===== src/rtl/adc_pkg.sv =====
// Shared types and default parameters for the dual-slope converter front end.
package adc_pkg;

  typedef enum logic [2:0] {
    ST_IDLE  = 3'd0,
    ST_START = 3'd1,
    ST_INTEG = 3'd2,
    ST_DEINT = 3'd3,
    ST_DONE  = 3'd4
  } trig_state_t;

  localparam int DEF_SYNC_STAGES     = 2;
  localparam int DEF_DEBOUNCE_CYCLES = 1000;
  localparam int DEF_AUTO_PERIOD     = 4000;
  localparam int DEF_DEINT_TIMEOUT   = 1100;

endpackage


===== src/rtl/btn_debounce.sv =====
// Pushbutton synchronizer and debouncer; emits a one-cycle pulse on an accepted press.
module btn_debounce
  import adc_pkg::*;
#(
  parameter int SYNC_STAGES     = DEF_SYNC_STAGES,
  parameter int DEBOUNCE_CYCLES = DEF_DEBOUNCE_CYCLES
) (
  input  logic clk,
  input  logic rst_s,
  input  logic btn_raw,
  output logic btn_rise
);

  localparam int CW = $clog2(DEBOUNCE_CYCLES);
  localparam logic [CW-1:0] CNT_TC = CW'(DEBOUNCE_CYCLES - 1);

  logic [SYNC_STAGES-1:0] sync_q, sync_d;
  logic [CW-1:0]          cnt_q, cnt_d;
  logic                   acc_q, acc_d;
  logic                   rise_q, rise_d;
  logic                   btn_s;

  assign btn_s = sync_q[SYNC_STAGES-1];

  always_comb begin
    sync_d = {sync_q[SYNC_STAGES-2:0], btn_raw};
    cnt_d  = cnt_q;
    acc_d  = acc_q;
    rise_d = 1'b0;
    // A level must stay different from the accepted one for the full window.
    if (btn_s == acc_q) begin
      cnt_d = '0;
    end else if (cnt_q == CNT_TC) begin
      acc_d  = btn_s;
      cnt_d  = '0;
      rise_d = btn_s;
    end else begin
      cnt_d = cnt_q + CW'(1);
    end
  end

  always_ff @(posedge clk or posedge rst_s) begin
    if (rst_s) begin
      sync_q <= '0;
      cnt_q  <= '0;
      acc_q  <= 1'b0;
      rise_q <= 1'b0;
    end else begin
      sync_q <= sync_d;
      cnt_q  <= cnt_d;
      acc_q  <= acc_d;
      rise_q <= rise_d;
    end
  end

  assign btn_rise = rise_q;

endmodule


===== src/rtl/adc_trigger_sync.sv =====
// Start/zero-crossing conditioning for the dual-slope conversion controller.
//   state | meaning
//   IDLE  | waiting for a button or auto trigger
//   START | inicio sent, waiting for ch_vm
//   INTEG | integrating, waiting for ch_vr
//   DEINT | deintegrating, comparator edges forwarded, timeout armed
//   DONE  | one-cycle settle before IDLE
module adc_trigger_sync
  import adc_pkg::*;
#(
  parameter int SYNC_STAGES     = DEF_SYNC_STAGES,
  parameter int DEBOUNCE_CYCLES = DEF_DEBOUNCE_CYCLES,
  parameter int AUTO_PERIOD     = DEF_AUTO_PERIOD,
  parameter int DEINT_TIMEOUT   = DEF_DEINT_TIMEOUT
) (
  input  logic clk,
  input  logic rst_s,
  input  logic start_btn,
  input  logic auto_mode,
  input  logic vint_cmp,
  input  logic ch_vm,
  input  logic ch_vr,
  input  logic ch_zr,
  output logic inicio,
  output logic Vint_z,
  output logic busy,
  output logic overrange
);

  localparam int AW = $clog2(AUTO_PERIOD);
  localparam int DW = $clog2(DEINT_TIMEOUT);
  localparam logic [AW-1:0] AUTO_TC  = AW'(AUTO_PERIOD - 1);
  localparam logic [DW-1:0] DEINT_TC = DW'(DEINT_TIMEOUT - 1);

  trig_state_t            state_q, state_d;
  logic [SYNC_STAGES-1:0] cmp_sync_q, cmp_sync_d;
  logic                   cmp_prev_q, cmp_prev_d;
  logic [AW-1:0]          auto_q, auto_d;
  logic [DW-1:0]          deint_q, deint_d;
  logic                   inicio_q, inicio_d;
  logic                   vint_q, vint_d;
  logic                   busy_q, busy_d;
  logic                   ovr_q, ovr_d;

  logic btn_rise;
  logic cmp_s;
  logic cmp_edge;
  logic auto_trig;
  logic trig;

  btn_debounce #(
    .SYNC_STAGES    (SYNC_STAGES),
    .DEBOUNCE_CYCLES(DEBOUNCE_CYCLES)
  ) u_btn (
    .clk     (clk),
    .rst_s   (rst_s),
    .btn_raw (start_btn),
    .btn_rise(btn_rise)
  );

  assign cmp_s     = cmp_sync_q[SYNC_STAGES-1];
  assign cmp_edge  = cmp_s & ~cmp_prev_q;
  assign auto_trig = (state_q == ST_IDLE) && auto_mode && (auto_q == AUTO_TC);
  assign trig      = btn_rise | auto_trig;

  always_comb begin
    cmp_sync_d = {cmp_sync_q[SYNC_STAGES-2:0], vint_cmp};
    cmp_prev_d = cmp_s;

    auto_d = '0;
    if ((state_q == ST_IDLE) && auto_mode && (auto_q != AUTO_TC)) begin
      auto_d = auto_q + AW'(1);
    end

    state_d  = state_q;
    deint_d  = deint_q;
    inicio_d = 1'b0;
    vint_d   = 1'b0;
    ovr_d    = ovr_q;

    case (state_q)
      ST_IDLE: begin
        if (trig) begin
          inicio_d = 1'b1;
          ovr_d    = 1'b0;
          state_d  = ST_START;
        end
      end
      ST_START: begin
        if (ch_vm) state_d = ST_INTEG;
      end
      ST_INTEG: begin
        if (ch_vr) begin
          deint_d = '0;
          state_d = ST_DEINT;
        end
      end
      ST_DEINT: begin
        // A real edge wins over a simultaneous timeout.
        if (cmp_edge) begin
          vint_d  = 1'b1;
          state_d = ST_DONE;
        end else if (ch_zr) begin
          state_d = ST_DONE;
        end else if (deint_q == DEINT_TC) begin
          ovr_d   = 1'b1;
          vint_d  = 1'b1;
          state_d = ST_DONE;
        end else begin
          deint_d = deint_q + DW'(1);
        end
      end
      ST_DONE: state_d = ST_IDLE;
      default: state_d = ST_IDLE;
    endcase

    busy_d = (state_d != ST_IDLE);
  end

  always_ff @(posedge clk or posedge rst_s) begin
    if (rst_s) begin
      state_q    <= ST_IDLE;
      cmp_sync_q <= '0;
      cmp_prev_q <= 1'b0;
      auto_q     <= '0;
      deint_q    <= '0;
      inicio_q   <= 1'b0;
      vint_q     <= 1'b0;
      busy_q     <= 1'b0;
      ovr_q      <= 1'b0;
    end else begin
      state_q    <= state_d;
      cmp_sync_q <= cmp_sync_d;
      cmp_prev_q <= cmp_prev_d;
      auto_q     <= auto_d;
      deint_q    <= deint_d;
      inicio_q   <= inicio_d;
      vint_q     <= vint_d;
      busy_q     <= busy_d;
      ovr_q      <= ovr_d;
    end
  end

  assign inicio    = inicio_q;
  assign Vint_z    = vint_q;
  assign busy      = busy_q;
  assign overrange = ovr_q;

endmodule


===== config.mk =====
export PLATFORM = sky130hd
export DESIGN_NAME = adc_trigger_sync
export DESIGN_NICKNAME = d
export VERILOG_FILES = /design/src/rtl/adc_pkg.sv /design/src/rtl/btn_debounce.sv /design/src/rtl/adc_trigger_sync.sv
export SDC_FILE = /design/constraint.sdc
export NUM_CORES = 1
export LEC_CHECK = 0
export CORE_AREA = 5 5 67 69
export DETAILED_ROUTE_END_ITERATION = 10
export DIE_AREA = 0 0 72 74
export PLACE_DENSITY = 0.84
export SLEW_MARGIN = 40
export SYNTH_ARGS = -nofsm -noshare
export SYNTH_HDL_FRONTEND = slang
export SYNTH_HIERARCHICAL = 1
export SYNTH_SLANG_ARGS = --single-unit

===== constraint.sdc =====
create_clock -name clk -period 5.1 [get_ports clk]
set_input_delay 0.765 -clock clk [delete_from_list [all_inputs] [get_ports clk]]
set_output_delay 0.765 -clock clk [all_outputs]
set_load 0.02 [all_outputs]

* Word level (Yosys, flattened, before mapping) *
Cells that the tools add are included.

word-level totals
  bits in registers = 47
  bits of input ports = 8
  logic and storage cells = 72

operators by class
  add/sub/neg operators = 3
  equality and inequality tests = 14
  multiplexer cells = 28
  bitwise operators = 4
  reduce and logical (&&, ||, !) cells = 10

operator list
  cell                                                                   number
  11-bit 2-to-1 mux                                                      4
  11-bit one-hot mux with 2 select lines                                 1
  10-bit 2-to-1 mux                                                      2
  3-bit 2-to-1 mux                                                       6
  12-bit by 1-bit adder with 12-bit output, second input constant        1
  12-bit equality test, second input constant                            1
  1-bit 2-to-1 mux                                                       12
  12-bit 2-to-1 mux                                                      1
  12-bit != test, second input constant                                  1
  2-bit != test, second input constant                                   6
  3-bit one-hot mux with 4 select lines                                  1
  11-bit by 1-bit adder with 11-bit output, second input constant        1
  11-bit equality test, second input constant                            1
  10-bit by 1-bit adder with 10-bit output, second input constant        1
  10-bit equality test, second input constant                            1
  5-bit AND reduction                                                    2
  3-bit by 2-bit equality test with 1-bit output, second input constant  2
  2-bit nonzero test                                                     2
  3-bit by 1-bit equality test with 1-bit output, second input constant  1
  1-bit logical AND                                                      3
  3-bit logical NOT                                                      1
  3-bit nonzero test                                                     1
  1-bit inverter                                                         2
  1-bit one-hot mux with 2 select lines                                  1
  4 further kinds                                                        4

* Depth between registers and ports, before layout *
Gate-level depths: netlist (run 1).

  depth after elaboration = 7
  depth in mapped cells = 6
  depth with buffers taken out = 5

* Hierarchy *
Netlist (run 1), hierarchy kept.

by module, submodules not included
  module            times used  cells an instance  area each (um^2)
  adc_trigger_sync  1           162                1612.8
  btn_debounce      1           60                 663.1

* Worst setup path before layout (run 1) *
OpenSTA, ideal clock, no wires.

  path type = input port to flip-flop
  start = input ch_zr
  end = register deint_q[7]
  data arrival time = 1.872 ns
  required time = 5.023 ns
  setup slack = 3.151 ns
  stages = 3
  path buffers = 0
  cell sequence = or4_4 or4_1 a21oi_1

between the ends
  word-level cells in the longest chain between the ends = 2

ends and longest elaborated chain
  element                        line                     source
  from (decl)                    adc_trigger_sync.sv:23   input logic ch_zr,
  2-bit != test (no line)        -
  5-bit AND reduction (no line)  -
  to (signal assigned)           adc_trigger_sync.sv:136  deint_q <= deint_d;
  to (decl)                      adc_trigger_sync.sv:39   logic [DW-1:0] deint_q, deint_d;

Every way passes these cells.
A chain may end at the register's enable or synchronous reset.

* Worst setup path after layout (run 1) *
Ends and elaborated chain as after synthesis.

==> out/metrics.cfg, run 1 <==
[run_status]
status = complete, no violations

[drt]
drt_iter0_markers = 96
ant_nets = 0
first_pass_iters = 4
vias = 1583
drc = 0
viasPerCell = 5.48
wl_um = 3740
routedWlPerCell_um = 12.9

[finish]
design_area_um2 = 2540
antenna_cells = 0
nets = 249
syn2layout_area_growth_pct = 11.6
drive_gt1_frac = 0.109

[synth]
yosysMostFrequentCell = dfrtp_1
syn_area_um2 = 2280
synth.distinct_cells = 50
synth_seq_area_share = 0.517
ys_top_cells_by_count = 47 x dfrtp_1, 30 x nor2_1, 17 x nand2_1
ys.flop_type = dfrtp_1
yosys_warnings = 6
synth_top_area_share = 0.517
syn_avg_cell_area_um2 = 10.3
synth_fp_nets = 233
syn_inst = 222
yosys.area.top_type = dfrtp_1
synth-async-reset-ratio = 1.00
synth_edf_count = 0
synth-seq-cells = 47
synth.area.top_cells = dfrtp_1 52%, nor2_1 4.9%, xnor2_1 3.8%

[worst_setup_path]
crit_path_end_kind = flip-flop
r2r_end = deint_q[7]$_DFFE_PP0P_
start_kind = input pin
cp_cell_sequence = clkdlybuf4s50_1, or4_4, or4_1, a21oi_1
r2r_slack_ps = 3120
r2r_start = state_q[1]$_DFF_PP0_
worstPathRequired_ps = 5310
critPathKind = in2reg
crit_arrival_ps = 2550
r2r_cells = 4
slowest_stage = or4_4
critPathTopFamily = simple AND/OR/NAND/NOR gates
critPathBufInv = 1
crit_fanout = 8
max_stage_delay_ps = 570

[clocking]
cts.clk_slew.worst_paths_ps = 90
cts_resized = 0
ctsHoldBuffers = 0
numCtsBuffers = 5
cts_setup_buffers = 0
cts_sinks = 47
clk_path_buf_depth = 2
cts_tree = done
cts_max_level = 2
clock_latency_ps = 300
root_buffer = clkbuf_8

[floorplanning]
die-height_um = 74
initial_core_util = 0.590
ios = 12
floorplan.rows = 23
die_w_um = 72
die_area_um2 = 5330
coreArea_um2 = 3860

[sta]
min_period_ps = 2340
hold_violations = 0
final-setup-viol-count = 0
post-route-period-util = 0.460
tns_ps = 0
fin_ws_ps = 2760
relSlewSlack = 0.662
tightestPinTransition_ps = 507
skew_ps = 8.11
maxSlewViolCount = 0
fmax_ghz = 0.427
grt_setup_unrepaired = no

[global_route]
globalRouteOverflowTotal = 0
grt_pass1_vias = 1551
grt_first_pass_wirelength_um = 6530
grt_max_degree = 34
antenna_found_initial = 0
track_usage = 0.157

[place]
dp_hpwl_um = 2730
dp_slack_ps = 2440
gp_congestion = 0.797
portBuffers = 11
place_area_um2 = 2440

[job]
max_cap_violations = 0

[power_and_ir_drop]
vdd_ir_drop_max_v = 0.000262
power.density_nw_per_um2 = 259
cellLeakagePower_nw = 1.13

[hold_path]
holdPathEnd = cmp_sync_q[1]$_DFF_PP0_
worstHoldStart = cmp_sync_q[0]$_DFF_PP0_
hold_depth = 0
worst_hold_path_type = reg2reg

how the worst max path moves through the flow:
stage	slack, ps	end	cells past startpoint	start
4_1_cts	2750	deint_q[7]$_DFFE_PP0P_	4	ch_zr
3_5_place_dp	2440	deint_q[7]$_DFFE_PP0P_	4	ch_zr
6_report	2760	deint_q[7]$_DFFE_PP0P_	4	ch_zr
3_3_place_gp	2560	deint_q[7]$_DFFE_PP0P_	4	ch_zr
5_1_grt	2730	deint_q[7]$_DFFE_PP0P_	4	ch_zr
2_1_floorplan	3150	deint_q[7]$_DFFE_PP0P_	3	ch_zr
report_power, final:
| group | leakage [nW] | switching [mW] | internal [mW] |
|---|---|---|---|
| registers | 0.626 | 0.00864 | 0.381 |
| clock network | 0.0474 | 0.124 | 0.111 |
| logic | 0.459 | 0.0190 | 0.0142 |
sequential cells by signal, indices dropped and copies added, names as in the netlist:
register and count:
u_btn/acc_q 1, auto_q 12, Vint_z 1, inicio 1, deint_q 11, busy 1, u_btn/sync_q 2, u_btn/btn_rise 1
cmp_prev_q 1, overrange 1, u_btn/cnt_q 10, state_q 3, cmp_sync_q 2
cell families after synthesis:
logic type / Yosys count / share of synthesized area
AOI/OAI and AO/OA: 25 / 0.0682
DFF: 47 / 0.517
xor gates and xnor gates: 18 / 0.0693
buffers and inverters: 11 / 0.0198
and+or+nand+nor: 112 / 0.283
muxes: 6 / 0.0269
adders and majority gates: 3 / 0.0165
layout make-up:
cell class | instances | area (um^2)
Multi-Input combinational cell | 164 | 1050
Fill cell | 304 | 1320
Clock inverter | 2 | 16.3
Sequential cell | 47 | 1180
Timing Repair Buffer | 12 | 118
Clock buffer | 6 | 82.6
Tap cell | 50 | 62.6
Inverter | 8 | 30.0
stage by stage:
step | cells | hold slack, ps | util | power, mW
6_report | 289 | 357 | 0.659 | 0.657
5_1_grt | 289 | 373 | 0.659 | 0.688
4_1_cts | 289 | 357 | 0.659 | 0.665
3_5_place_dp | 281 | 337 | 0.633 | 0.431
3_3_place_gp | 281 | 334 | 0.633 | 0.429
2_1_floorplan | 222 | 331 | - | 0.416
metal layers:
metal  vias up  part of all wire  GRT usage
li1        811                 -          -
met1       758              0.48      0.191
met2        12              0.49      0.267
met3         2             0.029     0.0446
met4         0            0.0040     0.0564
met5         -                 0          0
layout by cell type, fill, tap and decap left out, types with 7 or more instances in the layout:
| cell | instances |
|---|---|
| a21oi_1 | 9 |
| xor2_1 | 8 |
| nand3_1 | 12 |
| xnor2_1 | 10 |
| nand2_1 | 17 |
| clkdlybuf4s50_1 | 11 |
| inv_1 | 8 |
| nor2_1 | 30 |
| nand4_1 | 7 |
| dfrtp_1 | 47 |
Power figures use the tool's default switching activity.
==> run 2, diff against run 1 <==
- CORE_AREA: 5 5 67 69 -> 5 5 72 74
- DIE_AREA: 0 0 72 74 -> 0 0 77 79
- PLACE_DENSITY: 0.84 -> 0.77
- clock period: 5.1 -> 2.03 ns (I/O delays scaled with it)
==> out/metrics.cfg, run 2 (same netlist as run 1, synthesis figures left out) <==
[clocking]
numCtsBuffers = 5
clock_latency_ps = 300
ctsHoldBuffers = 0
root_buffer = clkbuf_8
cts_setup_buffers = 0
clk_path_buf_depth = 2
cts_tree = done
cts_max_level = 2
cts.clk_slew.worst_paths_ps = 90
cts_sinks = 47
cts_resized = 0

[sta]
min_period_ps = 1840
fmax_ghz = 0.542
final-setup-viol-count = 0
tns_ps = 0
grt_setup_unrepaired = no
maxSlewViolCount = 0
tightestPinTransition_ps = 539
post-route-period-util = 0.908
skew_ps = 9.81
relSlewSlack = 0.640
hold_violations = 0

[worst_setup_path]
crit_cells = 4
max_stage_delay_ps = 500
crit_start = state_q[2]$_DFF_PP0_
endpoint = deint_q[7]$_DFFE_PP0P_
crit_arrival_ps = 2070
critPathBufInv = 0
r2r_end = deint_q[7]$_DFFE_PP0P_
r2r_slack_ps = 190
crit_path_end_kind = flip-flop
crit_fanout = 8
critPathTopFamily = simple AND/OR/NAND/NOR gates
r2r_cells = 4
worstPathRequired_ps = 2260
critPathKind = reg2reg
slowest_stage = or4_4
cp_cell_sequence = nand3b_4, or4_4, or4_1, a21oi_1
start_kind = flip-flop
r2r_start = state_q[2]$_DFF_PP0_

[finish]
multi_input_comb_area_um2 = 1050
regMostFlops = auto_q
largest_reg_flops = 12
nets = 251
mostFrequentLayoutCells = 47 x dfrtp_1, 30 x nor2_1, 17 x nand2_1
drive_gt1_frac = 0.108
final_common_cell = dfrtp_1
syn2layout_area_growth_pct = 11.7
fillers = 396
ff_latch_area_um2 = 1180
design_area_um2 = 2540
antenna_cells = 0
reg_top3 = auto_q (12), deint_q (11), u_btn/cnt_q (10)

[place]
dp_hpwl_um = 2770
place_area_um2 = 2460
gp_congestion = 0.771
portBuffers = 11

[global_route]
antenna_found_initial = 0
grt_max_degree = 34
globalRouteOverflowTotal = 0
grt_first_pass_wirelength_um = 7130
track_usage = 0.144
grt_pass1_vias = 1591

[drt]
vias = 1562
wl_met2_um = 1760
wl_um = 3790
routedWlPerCell_um = 12.9
highest_layer = met4
drt-met1-wl_um = 1820
ant_nets = 0
drt_iter0_markers = 52
viasPerCell = 5.29
drc = 0
first_pass_iters = 4
wl_met3_um = 154

[power_and_ir_drop]
switchingPower_mw = 0.364
clock_power_share = 0.336
p_seq_frac = 0.611
switching_share = 0.228
vdd_ir_drop_max_v = 0.000607
internal_power_mw = 1.24
cellLeakagePower_nw = 1.14
power.density_nw_per_um2 = 629
p_comb_frac = 0.053

[floorplanning]
die_w_um = 77
die-height_um = 79
ios = 12
coreArea_um2 = 4540
floorplan.rows = 25
initial_core_util = 0.502
die_area_um2 = 6080

[hold_path]
worst_hold_path_type = in2async

[run_status]
status = complete, no violations

[job]
max_cap_violations = 0

## run 2: changes by cell type in the layout (fill, tap and decap cells not counted), sizes merged
cell and delta:
buf +2, clkbuf +1, clkinvlp -1
## run 2: cell type report
cell class | count | area share
clock buffers | 7 | 0.0300
clock inverters | 1 | 0.00197
inverters | 8 | 0.0118
multi-input cells | 164 | 0.415
flip-flops and latches | 47 | 0.463
well taps | 54 | 0.0266
repair buffers | 14 | 0.0522
## run 2: per-stage QoR
stage          power, mW  instances  hold slack (ps)  setup WS (ps)   util
2_1_floorplan       1.05        222              194            276      -
3_3_place_gp        1.08        287              332           50.3  0.543
3_5_place_dp        1.08        287              342           36.4  0.543
4_1_cts             1.62        295              360            177  0.561
5_1_grt             1.68        295              369           77.5  0.561
6_report            1.60        295              357            187  0.561
## run 2: worst min path at each step
stage	start	to	slack, ps	cells past startpoint
floorplan	rst_s	u_btn/acc_q$_DFFE_PP0P_	190	1
global placement	u_btn/sync_q[0]$_DFF_PP0_	u_btn/sync_q[1]$_DFF_PP0_	330	0
finish	rst_s	u_btn/cnt_q[9]$_DFF_PP0_	360	2
CTS	u_btn/sync_q[0]$_DFF_PP0_	u_btn/sync_q[1]$_DFF_PP0_	360	0
global route	u_btn/sync_q[0]$_DFF_PP0_	u_btn/sync_q[1]$_DFF_PP0_	370	0
detailed placement	u_btn/sync_q[0]$_DFF_PP0_	u_btn/sync_q[1]$_DFF_PP0_	340	0
## run 2: routing by layer
layer	track usage	vias up
met3	0.0329	5
li1	-	813
met4	0.0601	0
met1	0.189	717
met5	0	-
met2	0.229	27
## run 2: worst reg2reg max path: cells and delay by family (launching register included)
family	cells	cell delay, ps
AOI/OAI and AO/OA	1	140
and+or+nand+nor	3	1190
DFF	1	450
## run 2: power groups by stage
stage	clock network [mW]	registers [mW]	logic (mW)
detailed placement	0	0.996	0.0867
global placement	0	0.994	0.0857
floorplan	0	0.992	0.0532
finish	0.537	0.977	0.0848
CTS	0.556	0.977	0.0874
global route	0.601	0.982	0.0990
